**src/rtl/fse_ffe_slicer.sv**
```systemverilog
// T/2 fractionally spaced FFE with hard slicer, decimated to symbol rate.
// Coefficients are double-buffered and swap into the datapath only on phase-0 captures.
module fse_ffe_tap #(
    parameter int NBx = 8,
    parameter int NBw = 7
) (
    input  logic                       clkA,
    input  logic                       reset,
    input  logic signed [NBx-1:0]      tap_i,
    input  logic signed [NBw-1:0]      w_i,
    output logic signed [NBx+NBw-1:0]  p_o
);
    logic signed [NBx+NBw-1:0] p_q;

    always_ff @(posedge clkA) begin
        if (!reset) p_q <= '0;
        else        p_q <= tap_i * w_i;
    end

    assign p_o = p_q;
endmodule

module fse_ffe_slicer #(
    parameter int NBx  = 8,
    parameter int NBFx = 5,
    parameter int NBy  = 8,
    parameter int NBFy = 5,
    parameter int Nw   = 9,
    parameter int NBw  = 7,
    parameter int NBFw = 5
) (
    input  logic                   clkA,
    input  logic                   reset,
    input  logic signed [NBx-1:0]  x,
    input  logic [Nw*NBw-1:0]      coeff,
    input  logic                   coeff_load,
    output logic signed [NBy-1:0]  y,
    output logic                   d,
    output logic                   out_valid,
    output logic                   sat
);
    localparam int PW     = NBx + NBw;
    localparam int SW     = NBx + NBw + $clog2(Nw);
    localparam int SH     = NBFx + NBFw - NBFy;
    localparam int CW     = $clog2(Nw + 1);
    localparam int STAGES = 3;
    localparam logic [Nw*NBw-1:0] W_IDENT = (Nw*NBw)'(2**NBFw) << (NBw * (Nw/2));
    localparam logic signed [SW-1:0] YMAX = SW'(2**(NBy-1) - 1);
    localparam logic signed [SW-1:0] YMIN = -(SW'(2**(NBy-1)));

    logic [Nw-1:0][NBx-1:0] tap_q;
    logic [Nw-1:0][NBw-1:0] act_q, act_d, shd_q, shd_d;
    logic                   pend_q, pend_d;
    logic                   phase_q;
    logic [CW-1:0]          fill_q, fill_d;
    logic [STAGES:0]        vld_pipe;
    logic signed [PW-1:0]   prod [Nw];
    logic signed [SW-1:0]   sum_d, sum_q;
    logic signed [SW-1:0]   shr;
    logic signed [NBy-1:0]  y_d, y_q;
    logic                   d_d, d_q, sat_d, sat_q;

    // Delay line, phase, fill counter and valid tagging of each capture.
    always_ff @(posedge clkA) begin
        if (!reset) begin
            tap_q    <= '0;
            phase_q  <= 1'b0;
            fill_q   <= '0;
            vld_pipe <= '0;
        end else begin
            tap_q    <= {tap_q[Nw-2:0], x};
            phase_q  <= ~phase_q;
            fill_q   <= fill_d;
            vld_pipe <= {vld_pipe[STAGES-1:0], phase_q && (fill_q == CW'(Nw))};
        end
    end

    assign fill_d = (fill_q == CW'(Nw)) ? fill_q : fill_q + CW'(1);

    // A phase-0 edge commits whatever was pending before it; a load on that
    // same edge becomes the next pending set.
    always_comb begin
        shd_d  = coeff_load ? coeff : shd_q;
        act_d  = act_q;
        pend_d = pend_q | coeff_load;
        if (!phase_q) begin
            if (pend_q) act_d = shd_q;
            pend_d = coeff_load;
        end
    end

    always_ff @(posedge clkA) begin
        if (!reset) begin
            act_q  <= W_IDENT;
            shd_q  <= W_IDENT;
            pend_q <= 1'b0;
        end else begin
            act_q  <= act_d;
            shd_q  <= shd_d;
            pend_q <= pend_d;
        end
    end

    for (genvar j = 0; j < Nw; j++) begin : g_tap
        fse_ffe_tap #(.NBx(NBx), .NBw(NBw)) u_tap (
            .clkA  (clkA),
            .reset (reset),
            .tap_i (tap_q[j]),
            .w_i   (act_q[j]),
            .p_o   (prod[j])
        );
    end

    always_comb begin
        sum_d = '0;
        for (int j = 0; j < Nw; j++) sum_d = sum_d + SW'(prod[j]);
    end

    // Floor rescale then clip to the output range.
    always_comb begin
        shr   = sum_q >>> SH;
        sat_d = 1'b0;
        y_d   = shr[NBy-1:0];
        if (shr > YMAX) begin
            y_d   = YMAX[NBy-1:0];
            sat_d = 1'b1;
        end else if (shr < YMIN) begin
            y_d   = YMIN[NBy-1:0];
            sat_d = 1'b1;
        end
        d_d = ~y_d[NBy-1];
    end

    always_ff @(posedge clkA) begin
        if (!reset) begin
            sum_q <= '0;
            y_q   <= '0;
            d_q   <= 1'b0;
            sat_q <= 1'b0;
        end else begin
            sum_q <= sum_d;
            y_q   <= y_d;
            d_q   <= d_d;
            sat_q <= sat_d;
        end
    end

    assign y         = y_q;
    assign d         = d_q;
    assign sat       = sat_q;
    assign out_valid = vld_pipe[STAGES];
endmodule
```
**config.mk**
```make
export PLATFORM = sky130hd
export DESIGN_NAME = fse_ffe_slicer
export DESIGN_NICKNAME = d
export VERILOG_FILES = /design/src/rtl/fse_ffe_slicer.sv
export SDC_FILE = /design/constraint.sdc
export NUM_CORES = 2
export LEC_CHECK = 0
export CAP_MARGIN = 20
export CORE_ASPECT_RATIO = 0.7
export CORE_MARGIN = 8
export CORE_UTILIZATION = 60
export DETAILED_ROUTE_END_ITERATION = 16
export GPL_TIMING_DRIVEN = 1
export PLACE_DENSITY = 0.78
export SYNTH_ARGS = -nofsm -noshare
export SYNTH_HDL_FRONTEND = slang
export SYNTH_SLANG_ARGS = --single-unit
```
**constraint.sdc**
```tcl
create_clock -name clkA -period 5.2 [get_ports clkA]
set_input_delay 0.78 -clock clkA [delete_from_list [all_inputs] [get_ports clkA]]
set_output_delay 0.78 -clock clkA [all_outputs]
set_load 0.02 [all_outputs]
```
======== After elaboration in Yosys (flattened, before gate mapping) ========
Index checks and enable logic that the tools add are counted.
storage, ports and cells
  bits in registers ....................... 372
  bits in latches ......................... 0
  RAM bits ................................ 0
  ROM bits ................................ 0
  bits of input ports ..................... 74
  output and inout bits ................... 11
  word-level logic and storage cells ...... 75
  memories ................................ 0
cells by class
  $add $sub $neg .......................... 9
  $mul .................................... 9
  divide/modulo/power cells ............... 0
  order comparisons ....................... 2
  equal/unequal tests ..................... 1
  shift-type cells ........................ 0
  mux-type cells .......................... 5
  bitwise gates (word level) .............. 3
  reduce and logical (&&, ||, !) cells .... 2
operators with widths
  cell                   number
  $mul A8 B7 Y15         9
  $add A19 B15 Y19       4
  $add A18 B15 Y19       1
  $add A17 B15 Y18       1
  $add A16 B15 Y17       1
  $add A15 B15 Y16       1
  $mux W8                2
  $gt A14 B8 Y1 const B  1
  $lt A14 B8 Y1 const B  1
  $add A4 B1 Y4 const B  1
  $eq A4 B4 Y1 const B   1
  $mux W1                3
  $not A1 Y1             2
  $reduce_and A2 Y1      1
  $logic_and A1 B1 Y1    1
  $or A1 B1 Y1           1

======== Longest topological paths before layout ========
  word-level depth ........................ 8
  mapped depth ............................ 19
  depth with buffers taken out ............ 17

======== Cells and area by module ========
From an unflattened synthesis, not the netlist that was laid out.
unflattened totals
  cells, all modules ...................... 3,696
  area, all modules ....................... 34,145.2 um^2
by module, submodules not included
  module                            times used  cells an instance  area an instance (um^2)
  fse_ffe_tap (g_tap[2].u_tap ...)  5           293                2,613.8
  fse_ffe_slicer                    1           1,065              10,623.9
  fse_ffe_tap (g_tap[7].u_tap ...)  2           293                2,618.8
  fse_ffe_tap (g_tap[0].u_tap ...)  2           290                2,607.5

======== Worst setup path before layout ========
No wires, ideal clock.
  kind .................................... flip-flop to flip-flop
  start ................................... reg act_q[2] in the netlist's numbering
  end ..................................... reg g_tap[0].u_tap.p_q[14]
  setup time .............................. 0.116 ns
  arrival ................................. 4.142 ns
  data required time ...................... 5.084 ns
  slack ................................... 0.943 ns
  stages on the path, launching flop included .. 17
  period minus slack after synthesis ...... 4.257 ns
  path through ............................ dfxtp_1 -> clkbuf_1 -> and2_1 -> fa_1 -> inv_1 -> fa_1 -> inv_1 -> fa_1 -> inv_1 -> fa_1 -> inv_1 -> ha_1 -> or4_4 -> a21oi_4 -> nor3_1 -> or3_1 -> and3_1
between the ends
  cells in the longest elaborated chain, start to end .. 1
RTL lines
  item                    line  source
  from (decl)             52    logic [Nw-1:0][NBw-1:0] act_q, act_d, shd_q, shd_d;
  from (signal assigned)  98    act_q <= act_d;
  $mul A8 B7 Y15          17    else p_q <= tap_i * w_i;
  to (signal assigned)    17
  to (decl)               13    logic signed [NBx+NBw-1:0] p_q;
No other way between the ends.
A chain may end at the register's enable or synchronous reset.

======== Worst setup path in the final report ========
  start ................................... reg act_q[36] in the netlist's numbering
  end ..................................... reg g_tap[5].u_tap.p_q[14]
between the ends
  cells in the longest elaborated chain, start to end .. 1
RTL lines
  item                  line
  $mul A8 B7 Y15        17
  to (signal assigned)  17
  to (decl)             13
No other way between the ends.

==> results.json <==
{
  "irDropWorstVdd_uv": 213.3,
  "n_fill_cell": 4548,
  "clock-skew-final_ns": 0.02654,
  "crit_path_max_fanout": 9,
  "hp-class": "reg -> reg",
  "cts.repair_timing.setup_buffer_count": 0,
  "drc": 0,
  "drt-wirelength-per-cell_um": 16.03,
  "drt_iter0_drc": 1515,
  "rows": 73,
  "htree_levels": 2,
  "synthArstFlopShare_pct": 0,
  "nets": 4599,
  "final_hold_viol_count": 0,
  "dieWidth_um": 302,
  "place_congestion": 0.9157,
  "hpwl_um": 57980,
  "io_pins": 85,
  "crit_type": "reg -> reg",
  "cp.required_ns": 5.67,
  "synth_area_um2": 34350,
  "grt_max_degree": 166,
  "start_util_pct": 60.57,
  "power_density_nw_per_um2": 180.8,
  "clock_path_buffers": 3,
  "slowest_delay_ns": 0.65,
  "cts_tree": "built",
  "crit_top_cell": "inv_1",
  "worstSetupStartpointType": "flop",
  "grt_pass1_wl_um": 121600,
  "swShare_pct": 25.99,
  "ctsResizeCount": 0,
  "yosys_register_bits": 367,
  "yosysTopAreaCellShare_pct": 29.31,
  "yosys_most_used_dff": "dfxtp_1",
  "grt-ovfl-total": 0,
  "crit_arrival_ns": 5.07,
  "synth_largest_area_cell": "fa_1",
  "multi_input_area_um2": 23520,
  "via_per_inst": 5.145,
  "maxCapViolCount": 0,
  "diodes": 0,
  "numPlacedInstances": 4441,
  "grt_use_total_pct": 22.86,
  "p_comb_share_pct": 10.5,
  "leakage_nw": 19.09,
  "clk_latency_ns": 0.58,
  "area_delta_synth_final_pct": 8.479,
  "dr.pass1.iters": 8,
  "period_minus_slack_ns": 4.606,
  "worstSetupEndpointType": "flop",
  "syn_nets": 4554,
  "power_switching_mw": 1.752,
  "clock-sinks": 367,
  "synth_compound_gate_area_share_pct": 6.461,
  "seqCellArea_um2": 7347,
  "crit_buf_inv": 5,
  "synthMuxAreaShare_pct": 2.393,
  "report.final.slew_viol_count": 0,
  "synthAdderAreaFrac_pct": 39.80,
  "final_layout_size_suffix_gt1_share_pct": 2.523,
  "grt_pass1_vias": 23880,
  "routed_wl_um": 72400,
  "ctsHoldBuffers": 0,
  "ant_nets": 0,
  "fmax_mhz": 217.1,
  "worst_pin_slew_ns": 0.9535,
  "coreArea_um2": 56720,
  "fin_tns_setup_ns": 0,
  "antenna_found_initial": 0,
  "synth_common_cells": "inv_1 (832), fa_1 (503), and2_1 (465)",
  "syn_inst": 3689,
  "ys_seq_area_share_pct": 21.39,
  "clockRootBuffer": "clkbuf_16",
  "synth_edf_count": 0,
  "synth.most_common_cell": "inv_1",
  "vias": 23230,
  "yosys.area_share.simple_pct": 16.47,
  "synth_cell_types": 60,
  "yosys-top-cells-area": "fa_1 (29%), dfxtp_1 (21%), ha_1 (10%)",
  "rsz0062_at_grt": "false",
  "seq_power_share_pct": 44.6,
  "critical_path.top_delay_family": "adder cells",
  "setup_violations": 0,
  "instances_no_fill": 4515,
  "synth_top_family_by_area": "adder cells",
  "period_share_pct": 88.58,
  "path_clk_slew_ns": 0.06,
  "internal_power_mw": 4.987,
  "synth_xor_area_share_pct": 3.314,
  "worstPathCellList": "nand2_1, inv_1, fa_1, inv_1, fa_1, inv_1, fa_1, inv_1, fa_1, inv_1, ha_1, a21o_1, a21oi_1, nand2_1, a21oi_1, nand3_1, and3b_1",
  "numCtsBuffers": 41,
  "slew_headroom_pct": 36.44,
  "fp.dieArea_um2": 65290,
  "ys_warn_count": 0,
  "total_power_mw": 6.738,
  "syn_avg_cell_area_um2": 9.313,
  "port_buffers": 84,
  "crit_slowest_cell": "fa_1",
  "die_h_um": 216.2,
  "clock_power_share_pct": 44.9,
  "outcome": "finished, final reports clean"
}
[metal layers]
| metal | GRT usage [%] | share of wire, % |
|---|---|---|
| met1 | 34.68 | 49 |
| met2 | 33.27 | 41 |
| met3 | 4.730 | 7.4 |
| met4 | 5.301 | 1.8 |
| met5 | 0 | 0 |
[cell type report]
class,instances,area share (%)
Clock buffer,53,3.042
Clock inverter,21,0.6614
Inverter,839,8.451
Multi-Input combinational cell,2391,63.12
Sequential cell,367,19.71
Tap cell,750,2.518
Timing Repair Buffer,94,2.498
[layout by cell type, fill, tap and decap left out, types with 8 or more instances in the layout]
cell             synthesis  final
fa_1                   503    503
clkdlybuf4s50_1          0     82
nand2b_1                31     30
mux2i_1                 81     81
a21oi_1                 84     84
dfxtp_1                367    367
clkbuf_1                85      8
buf_4                    0     10
xnor2_1                 92     92
nor3_1                  14     14
and3_1                  15     15
xor2_1                  38     38
a21boi_0                65     65
and3b_1                 12     12
inv_1                  832    832
and2_1                 465    465
clkbuf_16                0     43
nand3_1                 13     13
o21bai_1                35     35
o21ai_0                 42     42
nand4_1                 21     21
o21a_1                  12     12
nor2b_1                 73     72
ha_1                   288    288
a21o_1                  36     36
nor2_1                  92     92
nand2_1                309    309
[worst paths after layout]
path	startpoint	end	slack, ns	cells after the start
worst min-delay path	vld_pipe[1]	vld_pipe[2]	0.44	1
worst max-delay path	act_q[36]	g_tap[5].u_tap.p_o[14]	0.59	17
worst min register to register	vld_pipe[1]	vld_pipe[2]	0.44	1
worst max register to register	act_q[36]	g_tap[5].u_tap.p_o[14]	0.59	17
[power groups by stage]
stage / logic, mW / clock network (mW) / registers, mW
after CTS: 0.710 / 3.09 / 3.00
final: 0.706 / 3.03 / 3.00
after global routing: 0.793 / 3.21 / 3.02
after detailed placement: 0.707 / 0 / 3.06
after floorplan: 0.462 / 0 / 3.05
after global placement: 0.693 / 0 / 3.06
[flip-flops by register name (all words and copies together) (netlist names)]
signal	flops
sum_q	14
fill_q	4
y	8
tap_q	72
vld_pipe	4
act_q	63
sat	1
phase_q	1
d	1
g_tap.u_tap.p_o	135
pend_q	1
shd_q	63
[cells by family (layout without fill, tap and decap cells)]
group | Yosys count | after routing
flip-flops | 367 | 367
buffers and inverters | 931 | 1007
XOR/XNOR | 130 | 130
AO/OA/AOI/OAI | 326 | 326
adder cells (fa/ha/maj) | 791 | 791
AND/OR/NAND/NOR | 1062 | 1062
multiplexers | 82 | 82
[stage by stage]
step	setup WS (ns)	area (um2)	hold slack [ns]	util, %
final	0.5939	37270	0.4383	65.70
after global routing	0.3257	37270	0.4631	65.70
after CTS	0.6198	37270	0.4418	65.70
after detailed placement	0.6437	35890	0.4270	63.27
after global placement	0.7603	35890	0.4208	63.27
after floorplan	0.9426	34350	0.4119	-
(Power assumes the default switching activity.)
